===== src/rtl/multicycle_control_if.sv =====
// Control/status bundle between the multicycle controller (master) and the datapath/memories (slave).
// Carries opcode, flags, memory ready handshakes, control strobes, mux selects and the retire count.
interface multicycle_control_if;
  logic [10:0] opCode;
  logic        zeroCU;
  logic        imemReady;
  logic        dmemReady;
  logic        imemRd;
  logic        irWr;
  logic        pcWr;
  logic        nextPc;
  logic        reg2Loc;
  logic        regWr;
  logic        aluSrc;
  logic [1:0]  seu;
  logic        memRd;
  logic        memWr;
  logic [2:0]  aluOp;
  logic        memToReg;
  logic        illegal;
  logic [15:0] retired;

  modport master (
    input  opCode, zeroCU, imemReady, dmemReady,
    output imemRd, irWr, pcWr, nextPc, reg2Loc, regWr, aluSrc, seu,
           memRd, memWr, aluOp, memToReg, illegal, retired
  );

  modport slave (
    output opCode, zeroCU, imemReady, dmemReady,
    input  imemRd, irWr, pcWr, nextPc, reg2Loc, regWr, aluSrc, seu,
           memRd, memWr, aluOp, memToReg, illegal, retired
  );
endinterface


===== src/rtl/multicycle_control.sv =====
// Multicycle LEGv8-subset controller: FETCH/DECODE/EXEC/MEM/WB FSM, 3-5 cycles per instruction.
// Stalls in FETCH/MEM with the request held while imemReady/dmemReady are low; HALT on illegal opcode.
module multicycle_control (
  input  logic                 clk,
  input  logic                 rstN,
  multicycle_control_if.master bus
);

  typedef enum logic [2:0] {FETCH, DECODE, EXEC, MEM, WB, HALT} state_e;
  typedef enum logic [2:0] {C_NONE, C_RTYPE, C_ITYPE, C_LDUR, C_STUR, C_CBZ, C_CBNZ, C_B} cls_e;

  typedef struct packed {
    logic       reg2_loc;
    logic       alu_src;
    logic [1:0] seu;
    logic [2:0] alu_op;
    logic       mem_to_reg;
  } fld_t;

  state_e      state_q, state_d;
  cls_e        cls_q, cls_d;
  logic [2:0]  alu_q, alu_d;
  logic        run_q;
  logic [15:0] retired_q, retired_d;

  cls_e        dec_cls;
  logic [2:0]  dec_alu;
  cls_e        act_cls;
  logic [2:0]  act_alu;
  fld_t        fld;
  logic        imem_rd, ir_wr, pc_wr, next_pc, reg_wr, mem_rd, mem_wr, illegal;
  logic        retire;

  function automatic fld_t fields_of(input cls_e c, input logic [2:0] a);
    fld_t f;
    f = '0;
    case (c)
      C_RTYPE: f.alu_op = a;
      C_ITYPE: begin
        f.alu_src = 1'b1;
        f.alu_op  = a;
      end
      C_LDUR: begin
        f.alu_src    = 1'b1;
        f.seu        = 2'b01;
        f.alu_op     = 3'b010;
        f.mem_to_reg = 1'b1;
      end
      C_STUR: begin
        f.reg2_loc = 1'b1;
        f.alu_src  = 1'b1;
        f.seu      = 2'b01;
        f.alu_op   = 3'b010;
      end
      C_CBZ, C_CBNZ: begin
        f.reg2_loc = 1'b1;
        f.alu_op   = 3'b111;
        f.seu      = 2'b11;
      end
      C_B:     f.seu = 2'b10;
      default: f = '0;
    endcase
    return f;
  endfunction

  // Opcode classifier; only consulted while in DECODE, then latched for the rest of the instruction.
  always_comb begin
    dec_cls = C_NONE;
    dec_alu = 3'b000;
    if (bus.opCode[10:5] == 6'b000101) begin
      dec_cls = C_B;
    end else if (bus.opCode[10:3] == 8'b10110100) begin
      dec_cls = C_CBZ;
    end else if (bus.opCode[10:3] == 8'b10110101) begin
      dec_cls = C_CBNZ;
    end else begin
      case (bus.opCode)
        11'b10001010000: begin dec_cls = C_RTYPE; dec_alu = 3'b000; end
        11'b10001011000: begin dec_cls = C_RTYPE; dec_alu = 3'b010; end
        11'b10101010000: begin dec_cls = C_RTYPE; dec_alu = 3'b001; end
        11'b11001011000: begin dec_cls = C_RTYPE; dec_alu = 3'b110; end
        11'b11111000010: dec_cls = C_LDUR;
        11'b11111000000: dec_cls = C_STUR;
        default: begin
          case (bus.opCode[10:1])
            10'b1001001000: begin dec_cls = C_ITYPE; dec_alu = 3'b000; end
            10'b1001000100: begin dec_cls = C_ITYPE; dec_alu = 3'b010; end
            10'b1011001000: begin dec_cls = C_ITYPE; dec_alu = 3'b001; end
            10'b1101000100: begin dec_cls = C_ITYPE; dec_alu = 3'b110; end
            default:        dec_cls = C_NONE;
          endcase
        end
      endcase
    end
  end

  always_comb begin
    state_d = state_q;
    cls_d   = cls_q;
    alu_d   = alu_q;
    act_cls = C_NONE;
    act_alu = 3'b000;
    imem_rd = 1'b0;
    ir_wr   = 1'b0;
    pc_wr   = 1'b0;
    next_pc = 1'b0;
    reg_wr  = 1'b0;
    mem_rd  = 1'b0;
    mem_wr  = 1'b0;
    illegal = 1'b0;

    case (state_q)
      FETCH: begin
        // run_q keeps the fetch request quiet until the first edge after reset release.
        if (run_q) begin
          imem_rd = 1'b1;
          if (bus.imemReady) begin
            ir_wr   = 1'b1;
            pc_wr   = 1'b1;
            state_d = DECODE;
          end
        end
      end
      DECODE: begin
        act_cls = dec_cls;
        act_alu = dec_alu;
        cls_d   = dec_cls;
        alu_d   = dec_alu;
        state_d = (dec_cls == C_NONE) ? HALT : EXEC;
      end
      EXEC: begin
        act_cls = cls_q;
        act_alu = alu_q;
        case (cls_q)
          C_RTYPE, C_ITYPE: state_d = WB;
          C_LDUR, C_STUR:   state_d = MEM;
          C_B: begin
            pc_wr   = 1'b1;
            next_pc = 1'b1;
            state_d = FETCH;
          end
          C_CBZ: begin
            pc_wr   = bus.zeroCU;
            next_pc = bus.zeroCU;
            state_d = FETCH;
          end
          C_CBNZ: begin
            pc_wr   = ~bus.zeroCU;
            next_pc = ~bus.zeroCU;
            state_d = FETCH;
          end
          default: state_d = HALT;
        endcase
      end
      MEM: begin
        act_cls = cls_q;
        act_alu = alu_q;
        mem_rd  = (cls_q == C_LDUR);
        mem_wr  = (cls_q == C_STUR);
        if (bus.dmemReady) begin
          state_d = (cls_q == C_LDUR) ? WB : FETCH;
        end
      end
      WB: begin
        act_cls = cls_q;
        act_alu = alu_q;
        reg_wr  = 1'b1;
        state_d = FETCH;
      end
      HALT: begin
        illegal = 1'b1;
      end
      default: state_d = FETCH;
    endcase

    fld       = fields_of(act_cls, act_alu);
    retire    = (state_d == FETCH) && (state_q inside {EXEC, MEM, WB});
    retired_d = retired_q + {15'd0, retire};
  end

  always_ff @(posedge clk or negedge rstN) begin
    if (!rstN) begin
      state_q   <= FETCH;
      cls_q     <= C_NONE;
      alu_q     <= 3'b000;
      run_q     <= 1'b0;
      retired_q <= 16'd0;
    end else begin
      state_q   <= state_d;
      cls_q     <= cls_d;
      alu_q     <= alu_d;
      run_q     <= 1'b1;
      retired_q <= retired_d;
    end
  end

  assign bus.imemRd   = imem_rd;
  assign bus.irWr     = ir_wr;
  assign bus.pcWr     = pc_wr;
  assign bus.nextPc   = next_pc;
  assign bus.regWr    = reg_wr;
  assign bus.memRd    = mem_rd;
  assign bus.memWr    = mem_wr;
  assign bus.illegal  = illegal;
  assign bus.reg2Loc  = fld.reg2_loc;
  assign bus.aluSrc   = fld.alu_src;
  assign bus.seu      = fld.seu;
  assign bus.aluOp    = fld.alu_op;
  assign bus.memToReg = fld.mem_to_reg;
  assign bus.retired  = retired_q;

  a_mem_excl: assert property (@(posedge clk) disable iff (!rstN) !(mem_rd && mem_wr));
  a_halt_quiet: assert property (@(posedge clk) disable iff (!rstN)
      (state_q == HALT) |-> !(imem_rd || ir_wr || pc_wr || reg_wr || mem_rd || mem_wr));

endmodule


===== src/flat_wrapper.sv =====
// flat-port wrapper written by rule: the top's interface ports become plain ports
module multicycle_control_flat 
  (clk, rstN, bus_opCode, bus_zeroCU, bus_imemReady, bus_dmemReady, bus_imemRd, bus_irWr, bus_pcWr, bus_nextPc, bus_reg2Loc, bus_regWr, bus_aluSrc, bus_seu, bus_memRd, bus_memWr, bus_aluOp, bus_memToReg, bus_illegal, bus_retired);
  multicycle_control_if bus_i ();
  input  logic clk;
  input  logic rstN;
  input wire logic [$bits(bus_i.opCode)-1:0] bus_opCode;
  input wire logic [$bits(bus_i.zeroCU)-1:0] bus_zeroCU;
  input wire logic [$bits(bus_i.imemReady)-1:0] bus_imemReady;
  input wire logic [$bits(bus_i.dmemReady)-1:0] bus_dmemReady;
  output wire logic [$bits(bus_i.imemRd)-1:0] bus_imemRd;
  output wire logic [$bits(bus_i.irWr)-1:0] bus_irWr;
  output wire logic [$bits(bus_i.pcWr)-1:0] bus_pcWr;
  output wire logic [$bits(bus_i.nextPc)-1:0] bus_nextPc;
  output wire logic [$bits(bus_i.reg2Loc)-1:0] bus_reg2Loc;
  output wire logic [$bits(bus_i.regWr)-1:0] bus_regWr;
  output wire logic [$bits(bus_i.aluSrc)-1:0] bus_aluSrc;
  output wire logic [$bits(bus_i.seu)-1:0] bus_seu;
  output wire logic [$bits(bus_i.memRd)-1:0] bus_memRd;
  output wire logic [$bits(bus_i.memWr)-1:0] bus_memWr;
  output wire logic [$bits(bus_i.aluOp)-1:0] bus_aluOp;
  output wire logic [$bits(bus_i.memToReg)-1:0] bus_memToReg;
  output wire logic [$bits(bus_i.illegal)-1:0] bus_illegal;
  output wire logic [$bits(bus_i.retired)-1:0] bus_retired;
  assign bus_i.opCode = bus_opCode;
  assign bus_i.zeroCU = bus_zeroCU;
  assign bus_i.imemReady = bus_imemReady;
  assign bus_i.dmemReady = bus_dmemReady;
  assign bus_imemRd = bus_i.imemRd;
  assign bus_irWr = bus_i.irWr;
  assign bus_pcWr = bus_i.pcWr;
  assign bus_nextPc = bus_i.nextPc;
  assign bus_reg2Loc = bus_i.reg2Loc;
  assign bus_regWr = bus_i.regWr;
  assign bus_aluSrc = bus_i.aluSrc;
  assign bus_seu = bus_i.seu;
  assign bus_memRd = bus_i.memRd;
  assign bus_memWr = bus_i.memWr;
  assign bus_aluOp = bus_i.aluOp;
  assign bus_memToReg = bus_i.memToReg;
  assign bus_illegal = bus_i.illegal;
  assign bus_retired = bus_i.retired;
  multicycle_control u_core (.clk(clk), .rstN(rstN), .bus(bus_i));
endmodule

===== config.mk =====
export PLATFORM = sky130hd
export DESIGN_NAME = multicycle_control_flat
export DESIGN_NICKNAME = d
export VERILOG_FILES = /design/src/rtl/multicycle_control_if.sv /design/src/rtl/multicycle_control.sv /design/src/flat_wrapper.sv
export SDC_FILE = /design/constraint.sdc
export NUM_CORES = 1
export LEC_CHECK = 0
export BUFFER_PORTS_ARGS = -buffer_cell sky130_fd_sc_hd__buf_2
export CAP_MARGIN = 20
export CORE_MARGIN = 3
export CORE_UTILIZATION = 55
export CTS_CLUSTER_SIZE = 25
export DETAILED_ROUTE_END_ITERATION = 10
export GPL_ROUTABILITY_DRIVEN = 0
export PLACE_DENSITY_LB_ADDON = 0.15
export SYNTH_ARGS = -nofsm -noshare
export SYNTH_HDL_FRONTEND = slang
export SYNTH_SLANG_ARGS = --single-unit

===== constraint.sdc =====
create_clock -name clk -period 6.06 [get_ports clk]
set_input_delay 0.606 -clock clk [delete_from_list [all_inputs] [get_ports clk]]
set_output_delay 0.606 -clock clk [all_outputs]
set_load 0.02 [all_outputs]

==> qor.csv, run 1 <==
metric,value,unit
status,"finished, final reports clean",
route.vias.total,1587,
multi_input_area,1046,µm²
dpl_cell_area,1988,µm²
setup_viol,0,
die-width,62.13,µm
timing.hold.worst.class,input pin to async pin,
worstPathCellList,nor3b_2 > or2_0 > a22o_4 > a211oi_2 > a221oi_2 > buf_2,
post_cts_resized,0,
worst_path_cell_with_the_longest_stage_delay,sky130_fd_sc_hd__dfrtp_1,
holdBufCountCts,0,
synth_simple_gate_area_share,32.92,%
synth_edf_count,0,
drt.antenna.violating_nets,0,
ctsRootBufferMaster,sky130_fd_sc_hd__clkbuf_4,
synthDistinctLibCells,62,
core_area,2877,µm²
grt_max_degree,27,
worst-endpoint-required,5450,ps
irDropWorstVdd,0.0002594,V
synthesized_netlist_cell_count,187,
post-synth-top-count-cell,sky130_fd_sc_hd__nand2_1,
grt_pass1_vias,1514,
cts_made_buffers,3,
power.share.sequential,40.9,%
cts.reportedPaths.clkPinSlew,150,ps
timing_hold_violations_final,0,
yosysSeqAreaShare,37.55,%
timing.setup.critical_path_class,flop to primary output,
synth_fp_nets,205,
synth_seq_cells,26,
worst_ep_arrival_time,2380,ps
worstSkewPairLatency,330,ps
drv.max_cap_violation_count,0,
fin_crit_sh,49.25,%
synth_compound_area_share,16.46,%
final_max_slew_viol_count,0,
die_boundary_height,62.13,µm
total_power,0.0005786,W
slowest_delay,520,ps
avgViaCountPerCell,5.771,
hpwl,3229,µm
clockPowerShare,20.7,%
post_synth_xor_area_fraction,7.581,%
static_power_due_to_leakage,0.9991,nW
grt_usage,21.64,%
critical-path-top-delay-family,simple AND/OR/NAND/NOR gates,
dr.pass1.iters,4,
clock_tree.buffer_depth,2,
clock_tree_from_tritoncts,yes,
synth_top_cells_by_area,"sky130_fd_sc_hd__dfrtp_1 (38%), sky130_fd_sc_hd__nand2_1 (5.8%), sky130_fd_sc_hd__xnor2_1 (5.6%), sky130_fd_sc_hd__nor2_1 (4.1%), sky130_fd_sc_hd__nand3_1 (2.9%)",
layout_cells_sized_above_1,30.04,%
largest_family_of_logic_cells_by_synthesized_area,simple AND/OR/NAND/NOR gates,
crit_end_category,primary output,
async_reset_ff_share,100.0,%
internal_power,0.0003476,W
synthesis.area,1733,µm²
antennaDiodeCount,0,
layout_min_cycle_time,2985,ps
critPathLaunchType,flop,
antenna_violations_before_repair,0,
timing.slew.headroom,61.29,%
wl_per_cell,15.05,µm
synth_top_cells_by_count,"sky130_fd_sc_hd__nand2_1 (27), sky130_fd_sc_hd__dfrtp_1 (26), sky130_fd_sc_hd__nor2_1 (19)",
critical_path_buf_inv_count,1,
synth.largest_area_cell,sky130_fd_sc_hd__dfrtp_1,
finish.net_count,252,
finClkSkew,18.34,ps
post-route-cell-area,2041,µm²
synth.area.mux_share,1.733,%
placement_rows,19,
p_switching,0.0002310,W
timing.fmax,0.3351,GHz
worst-path-max-fanout,11,
cts.sink_count,26,
die-area,3860,µm²
worstMarginPinSlew,580.7,ps
grt_overflow,0,
ys.flop_type,sky130_fd_sc_hd__dfrtp_1,
seq_area,650.6,µm²
yosys.area.top_type_share,37.55,%
post_synth.cell_area_avg,9.267,µm²
dr.first_iter.drc_count,91,
synth_warnings,0,
setup_tns_after_final_layout,0,ps
post-cts-setup-buffers,0,
n_fill_cell,245,
remaining_drc_errors,0,
netSwitchingFraction,39.92,%
grt_setup_unrepaired,no,
combinationalPowerShare,38.5,%
power_density,283.5,nW/µm²
pin_count,48,
synth_adder_area_share,1.444,%
wirelength,4139,µm
syn2layout_area_growth,17.76,%
io_buffers,47,
htree_levels,1,
wire_length_of_the_first_global_routing_pass,7003,µm
final_util,70.94,%
start_util,60.24,%
## per-layer routing
layer  share of wire (%)  vias up  track usage, %
met5                   0        -               0
met4                0.82        0           4.420
met3                 7.6        6           4.865
met2                  48       69           34.95
met1                  44      744           29.98
li1                    -      768               -
## registers in the layout, summed over array words and instances (netlist names)
register / count
u_core.alu_q: 3
u_core.bus.retired: 16
u_core.cls_q: 3
u_core.run_q: 1
u_core.state_q: 3
## worst paths after layout
check                                               to                    from  slack, ps  cells past startpoint
worst max register to register  u_core.bus.retired[14]       u_core.state_q[0]       3270                     10
worst min register to register  u_core.bus.retired[15]  u_core.bus.retired[15]        480                      1
max in group asynchronous       u_core.bus.retired[10]                    rstN       5410                      1
worst min-delay path                   u_core.cls_q[1]                    rstN        240                      1
worst max-delay path                      bus_aluOp[1]       u_core.state_q[0]       3080                      6
min in group clk                u_core.bus.retired[15]  u_core.bus.retired[15]        480                      1
## cell families (layout without fill, tap and decap cells)
kind of cell / Yosys count / after routing
mux: 3 / 3
simple gates: 97 / 97
compound gates: 37 / 37
buf+inv: 6 / 52
other cells: 1 / 1
xor+xnor: 15 / 15
fa+ha+maj: 2 / 2
flops: 26 / 26
## layout make-up
| class | instances | area share (%) |
|---|---|---|
| clock inverters | 1 | 1.471 |
| multi-input cells | 155 | 51.26 |
| flip-flops and latches | 26 | 31.88 |
| inverters | 1 | 0.1839 |
| repair buffers | 47 | 11.53 |
| well taps | 42 | 2.575 |
| clock buffers | 3 | 1.104 |
## power by group through the flow
stage | sequential (W) | clock [W] | combinational, W
finish | 0.000236 | 0.000120 | 0.000222
global route | 0.000242 | 0.000128 | 0.000243
floorplan | 0.000246 | 0 | 0.000150
detailed placement | 0.000240 | 0 | 0.000220
global placement | 0.000236 | 0 | 0.000213
CTS | 0.000237 | 0.000121 | 0.000222
## per-stage QoR
| stage | worst slack [ps] | hold WS (ps) | std cells |
|---|---|---|---|
| 2_1_floorplan | 3360 | 310.4 | 187 |
| 6_report | 3075 | 244.4 | 275 |
| 5_1_grt | 2830 | 266.9 | 275 |
| 3_3_place_gp | 3288 | 449.4 | 271 |
| 3_5_place_dp | 3242 | 456.5 | 271 |
| 4_1_cts | 3085 | 264.5 | 275 |
## cell usage in the layout, fill, tap and decap left out, types with 2 or more instances in the layout
cell type,instances
sky130_fd_sc_hd__buf_2,47
sky130_fd_sc_hd__nand2_1,27
sky130_fd_sc_hd__dfrtp_1,26
sky130_fd_sc_hd__nor2_1,19
sky130_fd_sc_hd__xnor2_1,11
sky130_fd_sc_hd__nand3_1,10
sky130_fd_sc_hd__o21ai_0,8
sky130_fd_sc_hd__a21oi_1,6
sky130_fd_sc_hd__nor3_1,4
sky130_fd_sc_hd__xor2_1,4
sky130_fd_sc_hd__nand4_1,4
sky130_fd_sc_hd__nor4b_1,3
sky130_fd_sc_hd__nor2b_1,3
sky130_fd_sc_hd__mux2i_1,3
sky130_fd_sc_hd__clkbuf_4,3
sky130_fd_sc_hd__o21bai_1,2
sky130_fd_sc_hd__and3b_1,2
sky130_fd_sc_hd__o2111ai_1,2
sky130_fd_sc_hd__or2_2,2
sky130_fd_sc_hd__and3_1,2
sky130_fd_sc_hd__o22ai_1,2
sky130_fd_sc_hd__a31oi_1,2
sky130_fd_sc_hd__a21o_1,2
sky130_fd_sc_hd__ha_1,2
## worst register-to-register path, stage by stage, from the launching register on
cell	delay [ps]
sky130_fd_sc_hd__dfrtp_1	520
sky130_fd_sc_hd__nor3b_2	370
sky130_fd_sc_hd__or2_0	440
sky130_fd_sc_hd__o21ai_0	170
sky130_fd_sc_hd__nor2_1	140
sky130_fd_sc_hd__ha_1	190
sky130_fd_sc_hd__ha_1	260
sky130_fd_sc_hd__nand3_1	170
sky130_fd_sc_hd__nor2_1	170
sky130_fd_sc_hd__nand4_1	130
sky130_fd_sc_hd__xnor2_1	140
No activity file was read; power rests on OpenSTA's default activity.
==> inputs of run 2 (changes only) <==
Settings changed: ABC_AREA set to 1, CORE_UTILIZATION 55 to 47.
Clock period 6.06 ns to 2.52 ns, I/O delays scaled along.
==> qor.csv, run 2 <==
metric,value,unit,change
status,finished with violations,,
failed_checks,setup timing,,
antennaDiodeCount,0,,unchanged
global_route_met1_utilization,29.98,%,about the same
layout_cells_sized_above_1,48.55,%,+19 points
post_synth.cell_area_avg,7.297,µm²,-21%
rr_startpoint,u_core.state_q[0],,
io_buffers,47,,unchanged
post-route-cell-area,2711,µm²,+33%
layout_commonest_cell,sky130_fd_sc_hd__buf_4,,
power_density,606.2,nW/µm²,+110%
avgViaCountPerCell,4.885,,-15%
core_area,3442,µm²,+20%
worstSkewPairLatency,270,ps,-60 ps
ys.flop_type,sky130_fd_sc_hd__dfrtp_1,,
async_reset_ff_share,100.0,%,unchanged
crit_end_category,flop,,
ctsRootBufferMaster,sky130_fd_sc_hd__clkbuf_8,,
synthesized_netlist_cell_count,238,,+27%
synth.largest_area_cell,sky130_fd_sc_hd__dfrtp_1,,
largest_reg_flops,16,,unchanged
synth_seq_cells,26,,unchanged
pin_count,48,,unchanged
finish.net_count,363,,+44%
synth_top_cells_by_area,"sky130_fd_sc_hd__dfrtp_1 (37%), sky130_fd_sc_hd__nor2_1 (9.1%), sky130_fd_sc_hd__nand2_1 (8.9%), sky130_fd_sc_hd__inv_1 (8.0%), sky130_fd_sc_hd__xor2_1 (6.1%)",,
placed_cells_incl_taps,373,,+38%
synth_fp_nets,256,,+25%
synth_top_cells_by_count,"sky130_fd_sc_hd__nor2_1 (42), sky130_fd_sc_hd__nand2_1 (41), sky130_fd_sc_hd__inv_1 (37)",,
final_cell_mix,"sky130_fd_sc_hd__buf_4 (54), sky130_fd_sc_hd__buf_2 (47), sky130_fd_sc_hd__inv_1 (34), sky130_fd_sc_hd__nand2_1 (33), sky130_fd_sc_hd__nor2_1 (29)",,
antenna_violations_before_repair,0,,unchanged
die-width,66.79,µm,+7.5%
die_boundary_height,66.79,µm,+7.5%
static_power_due_to_leakage,1.525,nW,+53%
critical_path.most_common_cell,sky130_fd_sc_hd__nor2_4,,
worst-endpoint-required,2680,ps,-2770 ps
wirelength,5038,µm,+22%
grt_overflow,0,,unchanged
finalNonFillerCells,390,,+42%
die-area,4460,µm²,+16%
setup_viol,8,,+8
hpwl,3357,µm,+4.0%
worst-path-max-fanout,3,,-8
final.setup.worst_slack,-176.1,ps,-3251 ps
yosys.area.top_type_share,37.46,%,-0.081 points
worstPathCellList,nor2_1 > inv_1 > nor3b_2 > nor4_2 > buf_4 > nand3_4 > nor2_4 > ha_4 > nand3_4 > nor2_4 > nand2_2 > nor3b_4 > nand3_2 > nor2_4 > nand3_2 > xnor2_2,,
critPathLaunchType,flop,,
hp-start,bus_dmemReady,,
grt_setup_unrepaired,yes,,
multi_input_area,1119,µm²,+6.9%
worstMarginPinSlew,586.6,ps,+5.912 ps
cts.sink_count,26,,unchanged
dr.first_iter.drc_count,98,,+7.7%
worst_r2r_path_depth,16,,+6
drt.antenna.violating_nets,0,,unchanged
timing.setup.critical_path_class,flop to flop,,
route.vias.total,1905,,+20%
total_power,0.001644,W,+180%
timing.slew.headroom,60.89,%,-0.39 points
seq_area,651.9,µm²,+0.19%
synth_warnings,0,,unchanged
synthesis.area,1737,µm²,+0.22%
grt_use_met3,2.530,%,-2.3 points
holdPathStages,3,,
timing.fmax,0.3709,GHz,
syn2layout_area_growth,56.12,%,
worst_ep_arrival_time,2850,ps,+470 ps
irDropWorstVdd,0.0004733,V,+82%
synth_edf_count,0,,unchanged
post-synth-top-count-cell,sky130_fd_sc_hd__nor2_1,,
timing_hold_violations_final,0,,unchanged
grt_pass1_vias,1627,,+7.5%
grt_most_used_layer,met2,,
grt_usage,21.10,%,-0.54 points
worst_path_cell_with_the_longest_stage_delay,sky130_fd_sc_hd__dfrtp_1,,
grt.met2_usage,34.28,%,-0.66 points
slowest_delay,440,ps,-80 ps
reg_to_reg_endpoint,u_core.bus.retired[15],,
critical_path_buf_inv_count,2,,+1
timing.hold.worst.class,input pin to flop,,
placement_rows,21,,+2
clock_tree_from_tritoncts,yes,,
n_fill_cell,249,,+1.6%
htree_levels,1,,unchanged
start_util,50.45,%,-9.8 points
yosysSeqAreaShare,37.46,%,-0.081 points
worst_hold_path.endpoint,u_core.state_q[2],,
final_max_slew_viol_count,0,,unchanged
layout_min_cycle_time,2696,ps,
grt_max_degree,27,,unchanged
cts.reportedPaths.clkPinSlew,90,ps,-60 ps
wire_length_of_the_first_global_routing_pass,7279,µm,+3.9%
remaining_drc_errors,0,,unchanged
clock_tree.buffer_depth,2,,unchanged
dpl_cell_area,2355,µm²,+18%
fin_crit_sh,107.0,%,
synthDistinctLibCells,32,,-48%
wl_per_cell,12.92,µm,-14%
setup_tns_after_final_layout,-846.9,ps,-846.9 ps
critical-path-top-delay-family,simple AND/OR/NAND/NOR gates,,
drv.max_cap_violation_count,0,,unchanged
worst-r2r-setup-slack,-180,ps,-3450 ps
dr.pass1.iters,4,,unchanged
cts_made_buffers,3,,unchanged
finClkSkew,7.670,ps,-10.67 ps
[run 2: final cells by class]
cell class                 instances  area share [%]
inverter                          40           5.538
timing repair buffer             103           24.41
clock inverter                     1           1.108
sequential                        26           24.04
clock buffer                       3           1.523
tap                               46           2.123
multi-input combinational        171           41.26
[run 2: power breakdown]
group	total, W	internal (W)	switching [W]
Clock	0.000347	0.000213	0.000134
Combinational	0.000727	0.000299	0.000428
Sequential	0.000570	0.000479	0.0000907
Total	0.00164	0.000991	0.000653
[run 2: cell families (layout without fill, tap and decap cells)]
group                    after synthesis  in the layout  synth area share [%]
AND/OR/NAND/NOR                      134            134                 37.03
buffers and inverters                 41            147                 8.933
flip-flops                            26             26                 37.46
AO/OA/AOI/OAI                         20             20                 7.853
XOR/XNOR                              14             14                 7.061
adder cells (fa/ha/maj)                2              2                 1.441
other                                  1              1                0.2159
[run 2: worst max-delay path by stage]
stage / to / start / depth (start not counted) / slack [ps]
floorplan: u_core.bus.retired[12] / u_core.state_q[1] / 16 / 30
global placement: u_core.bus.retired[14] / bus_opCode[5] / 19 / -130
detailed placement: u_core.bus.retired[12] / bus_opCode[5] / 19 / -310
CTS: u_core.bus.retired[15] / u_core.state_q[2] / 16 / -110
global route: u_core.bus.retired[12] / u_core.state_q[0] / 16 / -290
finish: u_core.bus.retired[15] / u_core.state_q[0] / 16 / -180
[run 2: repair_timing]
item | CTS | global route
endpoints found under the setup margin | 8 | 12
gates resized for setup | 15 | 33
hold buffers | 1 | 0
hold endpoints to repair | 26 | 0
gates cloned | 0 | 0
pin swaps | 7 | 8
setup buffers | 7 | 5
[run 2: worst min-delay path, delay by kind of cell]
kind,cells,cell delay [ps]
and+or+nand+nor,1,180
AOI/OAI and AO/OA,1,110
buffers and inverters,1,90
[run 2: layer usage]
metal | part of all wire [%] | vias to the layer above | wire length, µm
met1 | 42 | 883 | 2098
met5 | 0 | - | 0
li1 | - | 959 | -
met3 | 3.9 | 8 | 195
met2 | 54 | 55 | 2699
met4 | 0.87 | 0 | 44
[run 2: per-stage QoR]
step	hold WS [ps]	utilization [%]	worst slack [ps]
floorplan	-43.59	-	29.89
global placement	275.9	68.41	-127.4
detailed placement	281.1	68.41	-307.1
CTS	350.2	74.08	-111.0
global route	429.3	78.77	-292.2
finish	423.2	78.77	-176.1
==> inputs of run 3 (changes only) <==
Settings changed: ABC_AREA 1 to not set, BUFFER_PORTS_ARGS -buffer_cell sky130_fd_sc_hd__buf_2 to not set, CORE_UTILIZATION 47 to 25, DONT_BUFFER_PORTS set to 1.
==> qor.csv, run 3 (same netlist as run 1, synthesis figures left out) <==
metric,value,unit,change
finClkSkew,2.683,ps,-4.987 ps
combinationalPowerShare,36.8,%,-7.4 points
critPathLaunchType,flop,,
worst-path-max-fanout,7,,+4
power_density,689.4,nW/µm²,+14%
grt_pass1_vias,1447,,-11%
layout_commonest_cell,sky130_fd_sc_hd__nand2_1,,
route.vias.total,1458,,-23%
worst_r2r_path_depth,11,,-5
timing.hold.ws,128.2,ps,-295.0 ps
die-width,89.26,µm,+34%
finalNonFillerCells,287,,-26%
timing.fmax,0.4235,GHz,+14%
worstSkewPairLatency,270,ps,about the same
grt_overflow,0,,unchanged
hpwl,3499,µm,+4.2%
cts.reportedPaths.clkPinSlew,90,ps,about the same
core_area,6531,µm²,+90%
irDropWorstVdd,0.0003148,V,-33%
io_buffers,0,,-100%
ctsRootBufferMaster,sky130_fd_sc_hd__clkbuf_8,,
htree_levels,1,,unchanged
placement_rows,29,,+38%
fin_crit_sh,93.70,%,-13 points
cts.sink_count,26,,unchanged
cts_made_buffers,3,,unchanged
static_power_due_to_leakage,0.8934,nW,-41%
worst_ep_arrival_time,2110,ps,-740 ps
clock_tree_from_tritoncts,yes,,
setup_tns_after_final_layout,0,ps,+846.9 ps
power.share.sequential,44.1,%,+9.4 points
remaining_drc_errors,0,,unchanged
placed_cells_incl_taps,277,,-26%
status,"finished, final reports clean",,
layout_min_cycle_time,2361,ps,-334.8 ps
die-area,7966,µm²,+79%
final_max_slew_viol_count,0,,unchanged
die_boundary_height,89.26,µm,+34%
pin_count,48,,unchanged
total_power,0.001427,W,-13%
syn2layout_area_growth,19.42,%,
drt.antenna.violating_nets,0,,unchanged
dr.first_iter.drc_count,47,,-52%
wire_length_of_the_first_global_routing_pass,7272,µm,about the same
antenna_violations_before_repair,0,,unchanged
post-route-cell-area,2069,µm²,-24%
start_util,26.53,%,-24 points
avgViaCountPerCell,5.080,,+4.0%
timing_hold_violations_final,0,,unchanged
layout_cells_sized_above_1,25.24,%,-23 points
largest_reg_flops,16,,unchanged
clockPowerShare,19.1,%,-2.0 points
grt_setup_unrepaired,no,,
setup_viol,0,,-8
crit_end_category,primary output,,
finish.net_count,229,,-37%
dpl_cell_area,1932,µm²,-18%
slowest_delay,470,ps,+30 ps
holdPathStages,2,,-1
netSwitchingFraction,39.61,%,-0.11 points
worstMarginPinSlew,679.7,ps,+93.14 ps
grt_usage,11.56,%,-9.5 points
p_switching,0.0005651,W,-13%
antennaDiodeCount,0,,unchanged
grt_max_degree,27,,unchanged
dr.pass1.iters,4,,unchanged
critical_path.most_common_cell,sky130_fd_sc_hd__buf_4,,
final_cell_mix,"sky130_fd_sc_hd__nand2_1 (27), sky130_fd_sc_hd__dfrtp_1 (23), sky130_fd_sc_hd__buf_4 (22), sky130_fd_sc_hd__nor2_1 (18), sky130_fd_sc_hd__xnor2_1 (11)",,
drv.max_cap_violation_count,0,,unchanged
clock_tree.buffer_depth,2,,unchanged
wirelength,4559,µm,-9.5%
wl_per_cell,15.89,µm,+23%
worstPathCellList,nor2b_2 > or2_0 > buf_4 > a22o_4 > a211oi_2 > a221oi_2 > buf_4,,
timing.setup.critical_path_class,flop to primary output,,
worst-endpoint-required,2270,ps,-410 ps
timing.slew.headroom,54.34,%,-6.6 points
timing.hold.worst.class,input pin to flop,,
internal_power,0.0008616,W,-13%
worst_path_cell_with_the_longest_stage_delay,sky130_fd_sc_hd__dfrtp_2,,
-- run 3: changes by cell type in the layout (fill, tap and decap cells not counted), moves of 7 or more --
cell and delta:
sky130_fd_sc_hd__buf_4 -32, sky130_fd_sc_hd__nor2_1 -11, sky130_fd_sc_hd__xor2_1 -8, sky130_fd_sc_hd__nor2_2 -10, sky130_fd_sc_hd__nand2_2 -12, sky130_fd_sc_hd__nor2_4 -7
sky130_fd_sc_hd__inv_1 -33, sky130_fd_sc_hd__xnor2_1 +10, sky130_fd_sc_hd__buf_2 -47
-- run 3: stage by stage --
step / setup slack (ps) / utilization [%]
after floorplan: 110.5 / -
after global placement: 242.6 / 29.58
after detailed placement: 155.1 / 29.58
after CTS: 43.11 / 31.11
after global routing: 1.146 / 31.69
final: 158.8 / 31.69
-- run 3: worst max-delay path: cells and delay by family (launching register included) --
family          cells  cell delay [ps]
simple gates        2              440
flops               1              470
buf+inv             2              340
compound gates      3              580
-- run 3: layout make-up --
type	instances	area (µm²)
fillers	692	4462
multi-input cells	155	1065
flip-flops and latches	26	654.4
repair buffers	24	195.2
well taps	77	96.34
clock buffers	4	55.05
inverters	1	3.754
-- run 3: path summary, 6_finish.rpt --
check | start | end | slack (ps)
min in group asynchronous | rstN | u_core.bus.retired[10] | 410
worst max register to register | u_core.state_q[0] | u_core.bus.retired[13] | 250
worst min-delay path | bus_opCode[9] | u_core.alu_q[2] | 130
worst max-delay path | u_core.state_q[1] | bus_aluOp[1] | 160
worst min register to register | u_core.alu_q[2] | u_core.alu_q[2] | 480
max in group asynchronous | rstN | u_core.state_q[1] | 1940
-- run 3: metal layers --
metal	up-vias	global-route usage, %	routed length [µm]
met5	-	0	0
met2	26	16.81	2002
met1	708	17.64	2331
met3	2	2.857	195
met4	0	1.624	29
li1	722	-	-
-- run 3: timing repair --
item,4_1_cts,5_1_grt
pin swaps,1,3
hold buffers,2,0
cloned,0,0
setup buffers,2,2
hold endpoints to repair,26,0
setup endpoints to repair,1,6
resized for setup,0,9
-- run 3: power by group through the flow --
stage	Clock, W	Sequential (W)	Combinational, W
2_1_floorplan	0	0.000592	0.000360
3_3_place_gp	0	0.000627	0.000490
3_5_place_dp	0	0.000628	0.000480
4_1_cts	0.000289	0.000620	0.000499
5_1_grt	0.000302	0.000641	0.000586
6_report	0.000273	0.000628	0.000525
